==> src/rtl/req_arbiter8.sv <==
`timescale 1ns/1ps
// req_arbiter8: eight-way request arbiter with fixed or round-robin priority,
// registered one-hot grant and an optional per-ownership hold limit.
module req_arbiter8 #(
  parameter int MAX_HOLD = 16
) (
  input  logic       clk,
  input  logic       rst_n,
  input  logic [7:0] req,
  input  logic       rr_en,
  output logic [7:0] grant,
  output logic [2:0] grant_id,
  output logic       valid,
  output logic       timeout
);

  typedef enum logic {
    IDLE = 1'b0,
    OWN  = 1'b1
  } state_t;

  localparam bit         HOLD_EN   = (MAX_HOLD != 0);
  localparam logic [7:0] HOLD_LAST = 8'(MAX_HOLD - 1);

  state_t     state;
  state_t     state_nxt;
  logic [7:0] grant_nxt;
  logic [2:0] grant_id_nxt;
  logic [2:0] last_id;
  logic [2:0] last_id_nxt;
  logic [7:0] hold_cnt;
  logic [7:0] hold_cnt_nxt;
  logic       timeout_nxt;

  logic       win_any;
  logic [2:0] win_id;
  logic       win_any_mask;
  logic [2:0] win_id_mask;

  // Returns {found, index}. Fixed mode: highest set index. Round-robin:
  // last-1 is highest priority, wrapping down to last as lowest.
  function automatic logic [3:0] arbitrate(input logic [7:0] cand,
                                           input logic       rr,
                                           input logic [2:0] last);
    logic       found;
    logic [2:0] idx;
    logic [2:0] pos;
    found = 1'b0;
    idx   = 3'd0;
    pos   = 3'd0;
    if (!rr) begin
      for (int i = 0; i < 8; i++) begin
        if (cand[i]) begin
          found = 1'b1;
          idx   = 3'(i);
        end
      end
    end else begin
      // Scan from lowest to highest priority so the final hit wins.
      for (int j = 8; j >= 1; j--) begin
        pos = last - 3'(j);
        if (cand[pos]) begin
          found = 1'b1;
          idx   = pos;
        end
      end
    end
    return {found, idx};
  endfunction

  assign {win_any, win_id}           = arbitrate(req, rr_en, last_id);
  assign {win_any_mask, win_id_mask} = arbitrate(req & ~grant, rr_en, last_id);

  always_comb begin
    state_nxt    = state;
    grant_nxt    = grant;
    grant_id_nxt = grant_id;
    last_id_nxt  = last_id;
    hold_cnt_nxt = hold_cnt;
    timeout_nxt  = 1'b0;

    case (state)
      IDLE: begin
        if (win_any) begin
          state_nxt    = OWN;
          grant_nxt    = 8'd1 << win_id;
          grant_id_nxt = win_id;
          last_id_nxt  = win_id;
          hold_cnt_nxt = 8'd0;
        end
      end

      OWN: begin
        if (!req[grant_id]) begin
          // Release takes precedence over a coincident timeout.
          if (win_any) begin
            grant_nxt    = 8'd1 << win_id;
            grant_id_nxt = win_id;
            last_id_nxt  = win_id;
            hold_cnt_nxt = 8'd0;
          end else begin
            state_nxt = IDLE;
            grant_nxt = 8'd0;
          end
        end else if (HOLD_EN && (hold_cnt == HOLD_LAST)) begin
          timeout_nxt = 1'b1;
          if (win_any_mask) begin
            grant_nxt    = 8'd1 << win_id_mask;
            grant_id_nxt = win_id_mask;
            last_id_nxt  = win_id_mask;
            hold_cnt_nxt = 8'd0;
          end else begin
            state_nxt = IDLE;
            grant_nxt = 8'd0;
          end
        end else if (hold_cnt != 8'hFF) begin
          hold_cnt_nxt = hold_cnt + 8'd1;
        end
      end

      default: begin
        state_nxt = IDLE;
        grant_nxt = 8'd0;
      end
    endcase
  end

  always_ff @(posedge clk or negedge rst_n) begin
    if (!rst_n) begin
      state    <= IDLE;
      grant    <= 8'd0;
      grant_id <= 3'd0;
      last_id  <= 3'd0;
      hold_cnt <= 8'd0;
      valid    <= 1'b0;
      timeout  <= 1'b0;
    end else begin
      state    <= state_nxt;
      grant    <= grant_nxt;
      grant_id <= grant_id_nxt;
      last_id  <= last_id_nxt;
      hold_cnt <= hold_cnt_nxt;
      valid    <= |grant_nxt;
      timeout  <= timeout_nxt;
    end
  end

endmodule

==> config.mk <==
export PLATFORM = sky130hd
export DESIGN_NAME = req_arbiter8
export DESIGN_NICKNAME = d
export VERILOG_FILES = /design/src/rtl/req_arbiter8.sv
export SDC_FILE = /design/constraint.sdc
export NUM_CORES = 1
export LEC_CHECK = 0
export CAP_MARGIN = 30
export CORE_ASPECT_RATIO = 0.75
export CORE_MARGIN = 2
export CORE_UTILIZATION = 40
export DETAILED_ROUTE_END_ITERATION = 16
export MAX_ROUTING_LAYER = met4
export PLACE_DENSITY = 0.54
export SETUP_SLACK_MARGIN = 0.02
export SYNTH_ARGS = -nofsm -noshare
export SYNTH_HDL_FRONTEND = slang
export SYNTH_SLANG_ARGS = --single-unit
==> constraint.sdc <==
create_clock -name clk -period 4.2 [get_ports clk]
set_clock_uncertainty 0.15 [all_clocks]
set_input_delay 1.05 -clock clk [delete_from_list [all_inputs] [get_ports clk]]
set_output_delay 1.05 -clock clk [all_outputs]
set_load 0.01 [all_outputs]
### Word-level counts from Yosys, hierarchy flattened

Index checks and enable logic that the tools add are counted.

| word-level totals | value |
|---|---|
| flip-flop bits (word level) | 25 |
| logic and storage cells | 166 |

| cells by class | value |
|---|---|
| add/subtract/negate cells | 8 |
| $lt $le $gt $ge | 9 |
| equal/unequal tests | 6 |
| shifts and indexed selects | 2 |
| multiplexer cells | 128 |
| bitwise operators | 3 |
| reduce and logical (&&, ||, !) cells | 3 |

Operator list:

| cell | number |
|---|---|
| 3-bit 2-to-1 mux | 36 |
| 8-bit 2-to-1 mux | 10 |
| 1-bit 2-to-1 mux | 60 |
| 1-bit binary-select mux with 3-bit select | 17 |
| 3-bit by 4-bit less-than comparator with 1-bit output, second input constant | 9 |
| 8-bit one-hot mux with 2 select lines | 2 |
| 1-bit by 3-bit left shift with 8-bit output, first input constant | 2 |
| 3-bit one-hot mux with 2 select lines | 2 |
| 3-bit subtractor, second input constant | 4 |
| 8-bit by 1-bit adder with 8-bit output, second input constant | 1 |
| 8-bit bitwise AND | 1 |
| 8-bit by 4-bit equality test with 1-bit output, second input constant | 1 |
| 8-bit != test, second input constant | 1 |
| 8-bit inverter | 1 |
| 8-bit OR reduction | 1 |
| 3-bit by 2-bit subtractor with 3-bit output, second input constant | 2 |
| 4-bit by 2-bit != test with 1-bit output, second input constant | 1 |
| 4-bit != test, second input constant | 1 |
| 2-bit AND reduction | 2 |
| 3-bit by 2-bit != test with 1-bit output, second input constant | 1 |
| 3-bit != test, second input constant | 1 |
| 3-bit by 1-bit subtractor with 3-bit output, second input constant | 1 |
| 1-bit one-hot mux with 2 select lines | 1 |
| 1-bit inverter | 1 |

### Logic depth before layout (Yosys ltp)

Gate-level depths: netlist of run 1.

| logic depth | value |
|---|---|
| word-level depth | 19 |
| depth in mapped cells | 13 |

### Least setup slack after synthesis of run 1

OpenSTA, ideal clock, no wires.

| timing path | value |
|---|---|
| path type | reg2reg |
| from | register last_id[1] |
| to | register valid |
| library setup time | 0.072 ns |
| arrival time | 3.496 ns |
| data required time | 3.978 ns |
| setup slack | 0.482 ns |
| stages on the path, launching flop included | 14 |
| path buffers | 2 |
| clock period less this slack | 3.718 ns |
| cells stage by stage | dfrtp_1 buf_2 inv_1 ha_1 clkbuf_1 mux2_2 mux4_2 or3_1 nor3_1 o31ai_1 and2_1 o41ai_1 a22oi_1 nand4b_1 |

| on the way | value |
|---|---|
| longest elaborated chain between the ends | 17 |

RTL lines:

| what | RTL line | text |
|---|---|---|
| start, declared | 29 | `logic [2:0] last_id;` |
| start signal, assigned | 141 | `last_id <= last_id_nxt;` |
| 3-bit subtractor or 1-bit binary-select mux with 3-bit select (tied branches) | 61, 62 |  |
| 1-bit binary-select mux with 3-bit select or 1-bit 2-to-1 mux (tied branches) | 62 | `if (cand[pos]) begin` |
| 1-bit 2-to-1 mux (not written as such) or 3-bit 2-to-1 mux (tied branches) | 62 |  |
| 3-bit 2-to-1 mux (7 in a row) | 62 |  |
| 3-bit 2-to-1 mux | 51 | `if (!rr) begin` |
| 1-bit by 3-bit left shift with 8-bit output | 108 | `grant_nxt = 8'd1 << win_id_mask;` |
| 8-bit 2-to-1 mux | 107 | `if (win_any_mask) begin` |
| 8-bit 2-to-1 mux | 105 | `end else if (HOLD_EN && (hold_cnt == HOLD_LAST)) begin` |
| 8-bit 2-to-1 mux | 94 | `if (!req[grant_id]) begin` |
| 8-bit one-hot mux with 2 select lines * | 82 | `case (state)` |
| 8-bit OR reduction * | 143 | `valid <= \|grant_nxt;` |
| end signal, assigned | 143 |  |
| end, declared | 13 | `output logic valid,` |

Every way passes the cells marked *; elsewhere a longest branch is shown, timed or not. The select of a mux whose other input is x is not followed.
A chain may end at the register's enable or synchronous reset.

### Worst setup path in the final report of run 1

| timing path | value |
|---|---|
| from | input port req[2] |
| to | register valid |

| on the way | value |
|---|---|
| longest elaborated chain between the ends | 18 |

RTL lines:

| what | RTL line | text |
|---|---|---|
| start, declared | 9 | `input logic [7:0] req,` |
| 8-bit bitwise AND | 72 | `assign {win_any_mask, win_id_mask} = arbitrate(req & ~grant, rr_en, last_id);` |
| 1-bit binary-select mux with 3-bit select | 62 |  |
| 1-bit 2-to-1 mux (not written as such) | 62 |  |
| 3-bit 2-to-1 mux (8 in a row) | 62 |  |
| 3-bit 2-to-1 mux | 51 |  |
| 1-bit by 3-bit left shift with 8-bit output | 108 |  |
| 8-bit 2-to-1 mux | 107 |  |
| 8-bit 2-to-1 mux | 105 |  |
| 8-bit 2-to-1 mux | 94 |  |
| 8-bit one-hot mux with 2 select lines * | 82 |  |
| named net grant_nxt[6] | 27 | `logic [7:0] grant_nxt;` |
| 8-bit OR reduction * | 143 |  |

The timed path passes the listed nets; every way through them passes the cells marked *. The select of a mux whose other input is x is not followed.

==> results of run 1 <==
-- synth_stat cells (10+ instances only) --
| master | n |
|---|---|
| clkbuf_1 | 19 |
| dfrtp_1 | 25 |
| a22oi_1 | 10 |
| nor2b_1 | 13 |
| o31ai_1 | 15 |
| mux2i_1 | 18 |
| nand2_1 | 34 |
| a21oi_1 | 23 |
| mux2_2 | 10 |
| and2_1 | 17 |
| nor2_1 | 32 |
| mux4_2 | 22 |
| o21ai_0 | 29 |
-- flip-flops by register name (all words and copies together) (netlist names) --
register / cells
timeout: 1
grant_id: 3
valid: 1
hold_cnt: 8
grant: 8
state: 1
last_id: 3
-- how the worst max path moves through the flow --
stage	startpoint	to	slack [ns]	cells past startpoint
6_report	req[2]	valid	0.11	12
5_1_grt	req[6]	valid	0.02	11
4_1_cts	req[4]	valid	0.04	11
3_5_place_dp	req[1]	valid	-0.38	10
3_3_place_gp	req[0]	valid	-0.41	11
2_1_floorplan	last_id[1]	valid	0.48	13
-- critical path: stages --
cell	delay, ns
clkdlybuf4s50_1	0.47
buf_6	0.14
buf_4	0.12
or3b_1	0.37
and2_1	0.20
mux4_2	0.52
o21ai_1	0.11
nor2_1	0.10
a211oi_4	0.32
nor2_1	0.10
a311o_1	0.39
nand4b_1	0.17
-- through the flow --
stage	util, %	instance area, µm²	TNS, ns
floorplan	-	3700	0
global placement	52.4	4720	-2.85
detailed placement	52.7	4740	-4.21
CTS	53.7	4840	0
global route	55.1	4960	0
finish	55.1	4960	0
-- kinds of logic after synthesis --
| group | Yosys count | synth area share (%) |
|---|---|---|
| and+or+nand+nor | 168 | 25.6 |
| DFF | 25 | 16.9 |
| muxes | 53 | 23.4 |
| AOI/OAI and AO/OA | 143 | 26.9 |
| adders and majority gates | 3 | 1.01 |
| xor gates and xnor gates | 5 | 1.18 |
| buffers and inverters | 41 | 4.97 |
-- final cells by class --
cell class | count | area share [%]
Inverter | 9 | 0.681
Clock buffer | 4 | 1.59
Tap cell | 112 | 2.82
Multi-Input combinational cell | 372 | 60.7
Sequential cell | 25 | 12.6
Timing Repair Buffer | 130 | 21.6
-- routing by layer --
| metal | up-vias | GRT usage, % |
|---|---|---|
| met5 | - | - |
| met4 | 0 | 6.79 |
| met3 | 21 | 4.87 |
| met2 | 198 | 41.1 |
| met1 | 2058 | 43.9 |
| li1 | 1929 | - |
-- what timing repair did --
item,CTS,global route
pin swaps,0,7
setup endpoints to repair,7,10
resized for setup,6,34
==> results.py, run 1 <==
metrics = {
    "timing": {
        "finalHoldViolations": 0,
        "drv_slew": 0,
        "tightest_slew_ns": 0.761,
        "final.min_clock_period_ns": 4.09,
        "timing.final.ws_setup_ns": 0.109,
        "setup_violations": 0,
        "fmax_mhz": 244,
        "relSlewSlack_pct": 48.6,
        "fin_crit_sh_pct": 97.4,
        "grt_setup_unrepaired": "false",
        "holdWs_ns": 0.356,
    },
    "synthesis": {
        "synth_top_area_share_pct": 16.9,
        "syn_inst": 438,
        "yosysWarnings": 0,
        "synth_edf_count": 0,
        "synthArstFlopShare_pct": 100,
        "syn_nets": 452,
        "synth.distinct_cells": 73,
        "ys_seq_area_share_pct": 16.9,
        "yosys.area.top_type": "dfrtp_1",
        "synthTopCellsByArea": "dfrtp_1 (17%), mux4_2 (13%), mux2i_1 (4.9%)",
        "netlist_area_mm2": 0.00370,
        "avgSynthCellArea_um2": 8.45,
        "ys_ff_latch": 25,
        "synth_ff_type": "dfrtp_1",
    },
    "finish": {
        "num_antenna_cells": 0,
        "final_common_cell": "buf_4",
        "multi_input_area_mm2": 0.00301,
        "area_delta_synth_final_pct": 34.1,
        "fill_cells": 828,
        "final_net_count": 555,
        "final_cell_mix": "buf_4 (103), nor2_1 (32), nand2_1 (32)",
        "regArea_um2": 626,
        "final_cells": 652,
        "final_layout_size_suffix_gt1_share_pct": 33.5,
    },
    "drt": {
        "top_layer": "met4",
        "wl_met3_um": 1250,
        "wire_per_inst_um": 21.5,
        "avgViaCountPerCell": 6.45,
        "met1_length_um": 6620,
        "vias": 4206,
        "drtIter0Drc": 425,
        "drt-pass1-iter-count": 7,
        "route.detailed.drc": 0,
        "wl_met2_um": 5900,
        "antenna_left": 0,
        "drt-total-wl_um": 14000,
    },
    "die": {
        "dieWidth_um": 115,
        "die_area_mm2": 0.0100,
        "core_mm2": 0.00901,
        "ios": 24,
        "placementRows": 30,
        "die_y_um": 87.3,
        "initial_utilization_pct": 41.1,
    },
    "worst_hold_path": {
        "min_to": "hold_cnt[3]",
        "hp-start": "hold_cnt[3]",
        "min_delay_path_depth": 1,
        "min_path_type": "reg -> reg",
    },
    "critical_path": {
        "r2r_end": "valid",
        "rr_startpoint": "last_id[1]",
        "worstSetupEndpointType": "flop",
        "arrival_ns": 4.07,
        "path_max_fanout": 8,
        "r2r_slack_ns": 0.48,
        "crit_required_ns": 4.18,
        "path_class": "in -> reg",
        "cp-start-kind": "input port",
        "r2r_cells": 11,
    },
    "global_route": {
        "grt_max_degree": 30,
        "grt_first_pass_wirelength_um": 22100,
        "antenna_found_initial": 0,
        "track_usage_pct": 29.4,
        "grt_pass1_vias": 3942,
        "gr-total-overflow": 0,
    },
    "place": {
        "dpl.hpwl_um": 11000,
        "dp_cells": 648,
        "numPortBuffers": 23,
        "gp_congestion": 0.968,
        "pre_cts_ws_ns": -0.382,
    },
    "clock_network": {
        "ctsHoldBuffers": 0,
        "numCtsBuffers": 3,
        "cts_tree": "yes",
        "clkLatencyLatePin_ns": 0.26,
        "post_cts_buffers": 0,
        "clkTransAtPathRegs_ns": 0.06,
        "htreeDepth": 1,
        "cts_root_buffer": "clkbuf_16",
        "cts_buffer_depth": 2,
        "cts.sinks": 25,
    },
    "flow_run": {
        "max_cap_viol_count": 0,
    },
    "run_status": {
        "status": "complete, no violations",
    },
}
Power of run 1 is left out: the tool's default activity adds up to more than one toggle a clock period on the data nets, which glitch-free logic cannot reach.
==> run 2, diff against run 1 <==
- SKIP_LAST_GASP: not set -> 1
==> results of run 2 <==
Same layout as run 1: the final DEF is identical, and so are final timing and power.
Power of run 2 is left out for the same reason.
==> run 3, diff against run 2 <==
- CTS_CLUSTER_DIAMETER: not set -> 100
==> results of run 3 <==
Same layout as run 1: the final DEF is identical, and so are final timing and power.
Power of run 3 is left out for the same reason.
